## src/rtl/la_cmd_link.sv

```systemverilog
// la_cmd_link - command/response link layer for the logic analyzer host port.
//
// Parses command frames from the UART receive strobe stream, executes
// WRITE / READ / PING against a small bank of 8-bit configuration registers,
// and sends one response frame per complete command over the UART transmit
// handshake.
//
//   Command  : A5, CMD, ADDR, DATA [, CHK]   CHK    = CMD ^ ADDR ^ DATA
//   Response : 5A, STATUS, DATA [, CHK]      CHK    = STATUS ^ DATA
//   STATUS   : 00 ok, E1 unknown CMD, E2 bad ADDR, E3 checksum mismatch
//
// Build option: define LA_CMD_CHECKSUM_EN to carry the trailing CHK byte in
// both directions (5-byte commands, 4-byte responses, E3 possible). Without
// it, commands are 4 bytes, responses 3 bytes and E3 is never produced.
//
// Ports:
//   clk, rst          clock, asynchronous active-high reset
//   rx_byte/received  received byte and its one-cycle strobe
//   recv_error        one-cycle UART framing-error strobe
//   transmit/tx_byte  one-cycle send request and the byte to send
//   is_transmitting   UART transmitter busy
//   rts               host ready; a new byte only starts while high
//   busy              high from frame accept until the last response byte ends
//   cfg_regs          register bank, reg k at [8k+7:8k]
//   err_count         saturating count of dropped or rejected frames
module la_cmd_link #(
  parameter int          NREG    = 8,
  parameter int          TIMEOUT = 200000,
  parameter logic [7:0]  VERSION = 8'h01
) (
  input  logic              clk,
  input  logic              rst,
  input  logic [7:0]        rx_byte,
  input  logic              received,
  input  logic              recv_error,
  output logic              transmit,
  output logic [7:0]        tx_byte,
  input  logic              is_transmitting,
  input  logic              rts,
  output logic              busy,
  output logic [NREG*8-1:0] cfg_regs,
  output logic [7:0]        err_count
);

  localparam logic [7:0] SYNC_IN    = 8'hA5;
  localparam logic [7:0] SYNC_OUT   = 8'h5A;
  localparam logic [7:0] CMD_WRITE  = 8'h01;
  localparam logic [7:0] CMD_READ   = 8'h02;
  localparam logic [7:0] CMD_PING   = 8'h03;
  localparam logic [7:0] ADDR_ERRC  = 8'hFF;
  localparam logic [7:0] ST_OK      = 8'h00;
  localparam logic [7:0] ST_BADCMD  = 8'hE1;
  localparam logic [7:0] ST_BADADDR = 8'hE2;
`ifdef LA_CMD_CHECKSUM_EN
  localparam logic [7:0] ST_BADCHK  = 8'hE3;
  localparam int         NRESP      = 4;
`else
  localparam int         NRESP      = 3;
`endif
  localparam int         TW         = $clog2(TIMEOUT + 1);

  typedef enum logic [2:0] {
    P_SYNC,
    P_CMD,
    P_ADDR,
    P_DATA,
`ifdef LA_CMD_CHECKSUM_EN
    P_CHK,
`endif
    P_EXEC,
    P_RESP
  } pstate_t;

  // Per-byte transmit handshake inside P_RESP.
  typedef enum logic [1:0] {
    S_START,    // wait for rts=1 and UART idle, then pulse transmit
    S_WAIT_HI,  // wait for the UART to pick the byte up
    S_WAIT_LO   // wait for the UART to finish the byte
  } sstate_t;

  pstate_t           p_q, p_d;
  sstate_t           s_q, s_d;
  logic [1:0]        idx_q, idx_d;
  logic [7:0]        cmd_q, cmd_d;
  logic [7:0]        addr_q, addr_d;
  logic [7:0]        data_q, data_d;
  logic [7:0]        status_q, status_d;
  logic [7:0]        rdata_q, rdata_d;
  logic [7:0]        err_q, err_d;
  logic [TW-1:0]     timer_q, timer_d;
  logic [NREG*8-1:0] regs_q, regs_d;
`ifdef LA_CMD_CHECKSUM_EN
  logic [7:0]        chk_q, chk_d;
`endif

  logic       in_frame;
  logic       timeout_hit;
  logic       chk_ok;
  logic       addr_ok;
  logic [7:0] rd_reg;
  logic [7:0] ex_status;
  logic [7:0] ex_data;
  logic       ex_wr;
  logic [7:0] resp_byte;

  function automatic logic [7:0] sat_inc(input logic [7:0] v);
    return (v == 8'hFF) ? v : v + 8'd1;
  endfunction

`ifdef LA_CMD_CHECKSUM_EN
  assign in_frame = (p_q == P_CMD) || (p_q == P_ADDR) || (p_q == P_DATA) ||
                    (p_q == P_CHK);
  assign chk_ok   = (chk_q == (cmd_q ^ addr_q ^ data_q));
`else
  assign in_frame = (p_q == P_CMD) || (p_q == P_ADDR) || (p_q == P_DATA);
  assign chk_ok   = 1'b1;
`endif

  assign addr_ok = ({1'b0, addr_q} < 9'(NREG));

  // A byte arriving in the same cycle as the timeout wins, so the timeout
  // only fires on a cycle without a received strobe.
  assign timeout_hit = in_frame && !received && (timer_q == TW'(TIMEOUT - 1));

  // Command execution result, consumed during the single P_EXEC cycle.
  always_comb begin
    ex_status = ST_OK;
    ex_data   = 8'h00;
    ex_wr     = 1'b0;
    rd_reg    = 8'h00;
    for (int k = 0; k < NREG; k++) begin
      if (addr_q == 8'(k)) rd_reg = regs_q[8*k +: 8];
    end
    // A corrupt frame cannot be trusted for CMD/ADDR, so E3 takes priority.
    if (!chk_ok) begin
`ifdef LA_CMD_CHECKSUM_EN
      ex_status = ST_BADCHK;
`endif
    end else begin
      case (cmd_q)
        CMD_WRITE: begin
          if (addr_ok) begin
            ex_wr   = 1'b1;
            ex_data = data_q;
          end else begin
            ex_status = ST_BADADDR;
          end
        end
        CMD_READ: begin
          if (addr_q == ADDR_ERRC)  ex_data   = err_q;
          else if (addr_ok)         ex_data   = rd_reg;
          else                      ex_status = ST_BADADDR;
        end
        CMD_PING: ex_data = VERSION;
        default:  ex_status = ST_BADCMD;
      endcase
    end
  end

  // Response byte selected by the sender's byte index.
  always_comb begin
    case (idx_q)
      2'd0:    resp_byte = SYNC_OUT;
      2'd1:    resp_byte = status_q;
      2'd2:    resp_byte = rdata_q;
      default: resp_byte = status_q ^ rdata_q;
    endcase
  end

  assign tx_byte   = (p_q == P_RESP) ? resp_byte : 8'h00;
  assign busy      = (p_q == P_EXEC) || (p_q == P_RESP);
  assign cfg_regs  = regs_q;
  assign err_count = err_q;

  // Parser and sender next-state logic.
  always_comb begin
    p_d      = p_q;
    s_d      = s_q;
    idx_d    = idx_q;
    cmd_d    = cmd_q;
    addr_d   = addr_q;
    data_d   = data_q;
    status_d = status_q;
    rdata_d  = rdata_q;
    err_d    = err_q;
    regs_d   = regs_q;
    transmit = 1'b0;
`ifdef LA_CMD_CHECKSUM_EN
    chk_d    = chk_q;
`endif

    if (received || !in_frame) timer_d = '0;
    else                       timer_d = timer_q + TW'(1);

    if (in_frame && (recv_error || timeout_hit)) begin
      p_d   = P_SYNC;
      err_d = sat_inc(err_q);
    end else begin
      case (p_q)
        P_SYNC: begin
          if (received && (rx_byte == SYNC_IN)) p_d = P_CMD;
        end
        P_CMD: begin
          if (received) begin
            cmd_d = rx_byte;
            p_d   = P_ADDR;
          end
        end
        P_ADDR: begin
          if (received) begin
            addr_d = rx_byte;
            p_d    = P_DATA;
          end
        end
        P_DATA: begin
          if (received) begin
            data_d = rx_byte;
`ifdef LA_CMD_CHECKSUM_EN
            p_d    = P_CHK;
`else
            p_d    = P_EXEC;
`endif
          end
        end
`ifdef LA_CMD_CHECKSUM_EN
        P_CHK: begin
          if (received) begin
            chk_d = rx_byte;
            p_d   = P_EXEC;
          end
        end
`endif
        P_EXEC: begin
          status_d = ex_status;
          rdata_d  = ex_data;
          if (ex_status != ST_OK) err_d = sat_inc(err_q);
          if (ex_wr) begin
            for (int k = 0; k < NREG; k++) begin
              if (addr_q == 8'(k)) regs_d[8*k +: 8] = data_q;
            end
          end
          idx_d = 2'd0;
          s_d   = S_START;
          p_d   = P_RESP;
        end
        P_RESP: begin
          case (s_q)
            S_START: begin
              if (rts && !is_transmitting) begin
                transmit = 1'b1;
                s_d      = S_WAIT_HI;
              end
            end
            S_WAIT_HI: begin
              if (is_transmitting) s_d = S_WAIT_LO;
            end
            S_WAIT_LO: begin
              if (!is_transmitting) begin
                s_d = S_START;
                if (idx_q == 2'(NRESP - 1)) p_d   = P_SYNC;
                else                        idx_d = idx_q + 2'd1;
              end
            end
            default: s_d = S_START;
          endcase
        end
        default: p_d = P_SYNC;
      endcase
    end
  end

  always_ff @(posedge clk or posedge rst) begin
    if (rst) begin
      p_q      <= P_SYNC;
      s_q      <= S_START;
      idx_q    <= 2'd0;
      cmd_q    <= 8'h00;
      addr_q   <= 8'h00;
      data_q   <= 8'h00;
      status_q <= 8'h00;
      rdata_q  <= 8'h00;
      err_q    <= 8'h00;
      timer_q  <= '0;
      regs_q   <= '0;
`ifdef LA_CMD_CHECKSUM_EN
      chk_q    <= 8'h00;
`endif
    end else begin
      p_q      <= p_d;
      s_q      <= s_d;
      idx_q    <= idx_d;
      cmd_q    <= cmd_d;
      addr_q   <= addr_d;
      data_q   <= data_d;
      status_q <= status_d;
      rdata_q  <= rdata_d;
      err_q    <= err_d;
      timer_q  <= timer_d;
      regs_q   <= regs_d;
`ifdef LA_CMD_CHECKSUM_EN
      chk_q    <= chk_d;
`endif
    end
  end

endmodule

```

## config.mk

```make
export PLATFORM = sky130hd
export DESIGN_NAME = la_cmd_link
export DESIGN_NICKNAME = d
export VERILOG_FILES = /design/src/rtl/la_cmd_link.sv
export SDC_FILE = /design/constraint.sdc
export NUM_CORES = 1
export LEC_CHECK = 0
export CORE_MARGIN = 3
export CORE_UTILIZATION = 38
export DETAILED_ROUTE_END_ITERATION = 8
export HOLD_SLACK_MARGIN = 0.02
export PLACE_DENSITY = 0.69
export REMOVE_ABC_BUFFERS = 1
export SLEW_MARGIN = 40
export SYNTH_ARGS = -nofsm -noshare
export SYNTH_HDL_FRONTEND = slang
export SYNTH_SLANG_ARGS = --single-unit
```

## constraint.sdc

```tcl
create_clock -name clk -period 10.48 [get_ports clk]
set_input_delay 1.572 -clock clk [delete_from_list [all_inputs] [get_ports clk]]
set_output_delay 1.572 -clock clk [all_outputs]
set_load 0.005 [all_outputs]
```

* Yosys cells after proc, flatten, opt, wreduce, memory -nomap -nowiden
Cells that the tools add are included.
Widths: inputs -> output; s select.
** Storage, ports and cells
- Register bits after elaboration :: 137
- Input port bits :: 14
** Operators by class
- $add $sub $neg :: 3
- Magnitude comparators :: 1
- Equal/unequal tests :: 36
- Muxes and demuxes :: 46
- Bitwise gates (word level) :: 2
- Reduce and logical (&&, ||, !) cells :: 37
** Operators with widths (count)
- $mux 8 :: 18
- $pmux 8 s3 :: 3
- $eq 8x2->1 const B :: 4
- $eq 8x3->1 const B :: 4
- $reduce_and 4->1 :: 8
- $eq 8x8->1 const B :: 3
- $mux 3 :: 8
- $add 18x1->18 const B :: 1
- $eq 18x18->1 const B :: 1
- $mux 18 :: 1
- $pmux 3 s6 :: 1
- $eq 8x1->1 const B :: 2
- $mux 2 :: 6
- $ne 3x2->1 const B :: 4
- $ne 3x3->1 const B :: 4
- $reduce_and 5->1 :: 2
- $reduce_and 3->1 :: 3
- $add 8x1->8 const B :: 1
- $logic_not 8->1 :: 1
- $lt 8x4->1 const B :: 1
- $pmux 2 s2 :: 2
- $reduce_bool 8->1 :: 1
- $xor 8x8->8 :: 1
- $reduce_and 7->1 :: 1
- other kinds (19) :: 44

* Depth between registers and ports, before layout
- Word-level depth :: 12
- Mapped depth :: 10
- Mapped depth without buffers :: 7

* Worst setup path before layout
Ideal clock, no wire load.
- Path type :: input -> register
- Start point :: in received
- End point :: reg err_q[1], in the netlist err_count[1]
- Arrival time :: 3489 ps
- Data required time :: 10355 ps
- Path slack :: 6867 ps
- Stages on the path :: 7
- Path buffers :: 2
- Cells stage by stage :: clkbuf_1 or3_1 buf_2 or4_1 nand4_1 o21a_1 mux2_2
** Between the ends
- Word-level cells in the longest chain between the ends :: 7
** RTL lines
- start: declaration :: RTL line 34 : input logic received,
- $logic_not 1->1 (*) :: RTL line 123 : assign timeout_hit = in_frame && !received && (timer_q == TW'(TIMEOUT - 1));
- $logic_and 1x1->1 (*) (2 in a row) :: RTL line 123
- $logic_or 1x1->1 (*) :: RTL line 195 : if (in_frame && (recv_error || timeout_hit)) begin
- $logic_and 1x1->1 (*) :: RTL line 195
- $reduce_bool 2->1 (no line)
- $reduce_and 2->1 (no line)
- end signal: assignment :: RTL line 297 : err_q <= err_d;
- end: declaration :: RTL line 89 : logic [7:0] err_q, err_d;
Mark *: on every way between the ends. The rest lies on a longest branch, timed or not.
A chain may end at the register's enable or synchronous reset.

* Final worst setup path
- Start point :: in is_transmitting
- End point :: out transmit
** Between the ends
- Word-level cells in the longest chain between the ends :: 6
** RTL lines
- start: declaration :: RTL line 38 : input logic is_transmitting,
- $logic_not 1->1
- $logic_and 1x1->1 :: RTL line 249 : if (rts && !is_transmitting) begin
- $mux 1 :: RTL line 249
- $mux 1 :: RTL line 247 : case (s_q)
- $mux 1 :: RTL line 199 : case (p_q)
- $mux 1 :: RTL line 195
- end: declaration :: RTL line 36 : output logic transmit,
No other way between the ends.

==> results.py <==
metrics = {
    "setup_path": {
        "arrival_ps": 2900,
        "rr_startpoint": "p_q[0]",
        "crit_chain": "clkdlybuf4s50_1 -> nor2_1 -> nor4bb_1 -> clkdlybuf4s50_1",
        "cp-end-kind": "output port",
        "worst_setup_path_start_kind": "input port",
        "critPathLaunch": "is_transmitting",
        "path_max_fanout": 4,
        "crit_top_cell": "clkdlybuf4s50_1",
        "path_class": "input port to output port",
        "slowest_stage": "clkdlybuf4s50_1",
        "crit_required_ps": 8910,
        "slowest_delay_ps": 540,
    },
    "sta": {
        "hold_viol": 0,
        "slew_headroom_pct": 50.1,
        "rsz0062_at_grt": "false",
        "fin_crit_ps": 4470,
        "clock_skew_ps": 6.04,
        "tightest_slew_ps": 745,
        "slew_viol_final": 0,
        "timing.final.ws_setup_ps": 6010,
        "min_period_over_period_pct": 42.7,
        "fin_tns_setup_ps": 0,
        "setup_viol": 0,
        "clock.fmax_mhz": 224,
    },
    "worst_hold_path": {
        "min_path_type": "flop to flop",
        "worstHoldStart": "cmd_q[5]",
    },
    "global_routing": {
        "grt_use_total_pct": 18.7,
        "grt_antenna_before_repair": 0,
        "gr-total-overflow": 0,
        "grt_max_degree": 68,
        "grt_pass1_vias": 4969,
        "grt_pass1_wl_mm": 26.6,
    },
    "flow_run": {
        "drv_cap": 0,
    },
    "routing": {
        "drc": 0,
        "vias": 4724,
        "drtAntennaViolNets": 0,
        "routed_wirelength_mm": 16.6,
        "drtIter0Drc": 380,
        "viasPerCell": 5.45,
        "wl_per_cell_um": 19.2,
        "firstDrtPassIters": 5,
    },
    "synthesis": {
        "yosysTopAreaCell": "dfrtp_1",
        "synth.most_common_cell": "dfrtp_1",
        "synthTopCellsByCount": "dfrtp_1 (132), mux2_2 (98), nor2_1 (44)",
        "synthDistinctLibCells": 54,
        "async_flop_share_pct": 100,
        "synth_area_um2": 6420,
        "synth_edf_count": 0,
        "netlist.area_leader.share_pct": 51.4,
        "synth_seq_cells": 132,
        "synthTopCellsByArea": "dfrtp_1 (51%), mux2_2 (17%), mux4_2 (2.8%), nor2_1 (2.6%), xor2_1 (1.9%)",
        "yosys_warnings": 0,
        "syn_inst": 552,
        "ys_seq_area_share_pct": 51.4,
        "avgSynthCellArea_um2": 11.6,
        "ys.flop_type": "dfrtp_1",
    },
    "power_and_ir_drop": {
        "sw_frac_of_total_pct": 31.6,
        "p_comb_share_pct": 19.8,
        "vdd_drop_max_mv": 0.143,
        "p_seq_share_pct": 42.8,
        "cellLeakagePower_nw": 3.63,
        "p_int_mw": 1.15,
        "clockPowerShare_pct": 37.4,
        "p_per_area_nw_per_um2": 207,
        "switchingPower_uw": 533,
    },
    "final_layout": {
        "drive_above_1_share_pct": 22.2,
        "syn_to_final_growth_pct": 26.9,
        "antenna_cells": 0,
        "layout.cells.non_filler": 866,
        "nNetsFinal": 659,
    },
    "floorplanning": {
        "pin_count": 96,
        "die-width_um": 136,
        "die_h_um": 136,
        "initial_core_util_pct": 39.6,
        "num_rows": 46,
        "fp.coreArea_um2": 16200,
        "die-area_um2": 18500,
    },
    "placement": {
        "place_ws_ps": 5980,
        "finalWeightedCongestion": 0.829,
        "place.port_buffers": 95,
        "hpwl_mm": 11.7,
        "dpl.cell_count": 836,
    },
    "clock_tree": {
        "cts_setup_buffers": 0,
        "path_clk_slew_ps": 50,
        "cts-resized-gates": 0,
        "cts.hold.buffers_added": 0,
        "clock_latency_ps": 420,
        "numCtsBuffers": 17,
        "clock_sink_count": 132,
        "cts_htree_levels": 4,
        "cts-root-buf": "clkbuf_16",
        "cts_max_path_buffers": 2,
        "cts_tree": "yes",
    },
    "status": {
        "run_status": "finished clean",
    },
}
## path summary, 6_finish.rpt
kind | depth (start not counted) | slack [ps] | end
max | 4 | 6010 | transmit
min in group asynchronous | 2 | 1620 | cmd_q[6]
min reg2reg | 1 | 510 | cmd_q[5]
min | 1 | 510 | cmd_q[5]
max in group asynchronous | 3 | 7870 | addr_q[1]
max reg2reg | 6 | 7300 | err_count[1]
## cell type report
type | instances | area, µm²
inverters | 11 | 46.3
flip-flops and latches | 132 | 3300
clock buffers | 22 | 474
fillers | 1386 | 8080
well taps | 216 | 270
repair buffers | 97 | 970
multi-input cells | 380 | 2940
clock inverters | 8 | 150
## state kept, by name (all words and copies together), names as in the netlist
| name | flops |
|---|---|
| addr_q | 8 |
| cfg_regs | 64 |
| cmd_q | 8 |
| data_q | 8 |
| err_count | 8 |
| idx_q | 2 |
| p_q | 3 |
| rdata_q | 8 |
| s_q | 2 |
| status_q | 3 |
| timer_q | 18 |
## cell usage in the layout, fill, tap and decap left out, types with 9 or more instances in the layout
cell type	netlist	layout
a21oi_1	16	16
and3_1	11	11
clkbuf_16	0	17
clkdlybuf4s50_1	0	95
dfrtp_1	132	131
inv_1	10	9
mux2_2	98	98
nand2_1	31	31
nand3_1	22	22
nand4_1	11	11
nor2_1	44	44
nor2b_1	15	15
o21ai_0	23	23
o22ai_1	11	11
xor2_1	14	14
## through the flow
step                cell area [µm²]  utilization [%]  power, mW  hold WS [ps]
floorplan                      6280                -      0.905           443
global placement               7520             46.3       1.04           476
detailed placement             7520             46.4       1.06           482
CTS                            8150             50.2       1.69           508
global route                   8150             50.2       1.77           536
finish                         8150             50.2       1.69           508
## critical path, delay by kind of cell
family / cells / cell delay (ps)
buffers and inverters: 2 / 1000
AND/OR/NAND/NOR: 2 / 330
## per-layer routing
| metal | GRT usage (%) | routed length [µm] |
|---|---|---|
| met1 | 23.7 | 6850 |
| met2 | 31.0 | 8440 |
| met3 | 4.89 | 966 |
| met4 | 6.55 | 354 |
| met5 | 0 | 0 |
## power groups by stage
stage / Clock [mW] / Combinational, mW / Sequential [mW]
final: 0.632 / 0.334 / 0.722
after floorplan: 0 / 0.222 / 0.683
after global routing: 0.662 / 0.374 / 0.738
after detailed placement: 0 / 0.332 / 0.729
after CTS: 0.637 / 0.335 / 0.720
after global placement: 0 / 0.319 / 0.721
## cells by family after synthesis
logic type / Yosys count / synth area share, %
multiplexers: 106 / 20.0
AO/OA/AOI/OAI: 78 / 7.54
adder cells (fa/ha/maj): 6 / 1.17
buffers and inverters: 40 / 2.82
flip-flops: 132 / 51.4
XOR/XNOR: 20 / 2.73
AND/OR/NAND/NOR: 170 / 14.3
(Power assumes the default switching activity.)
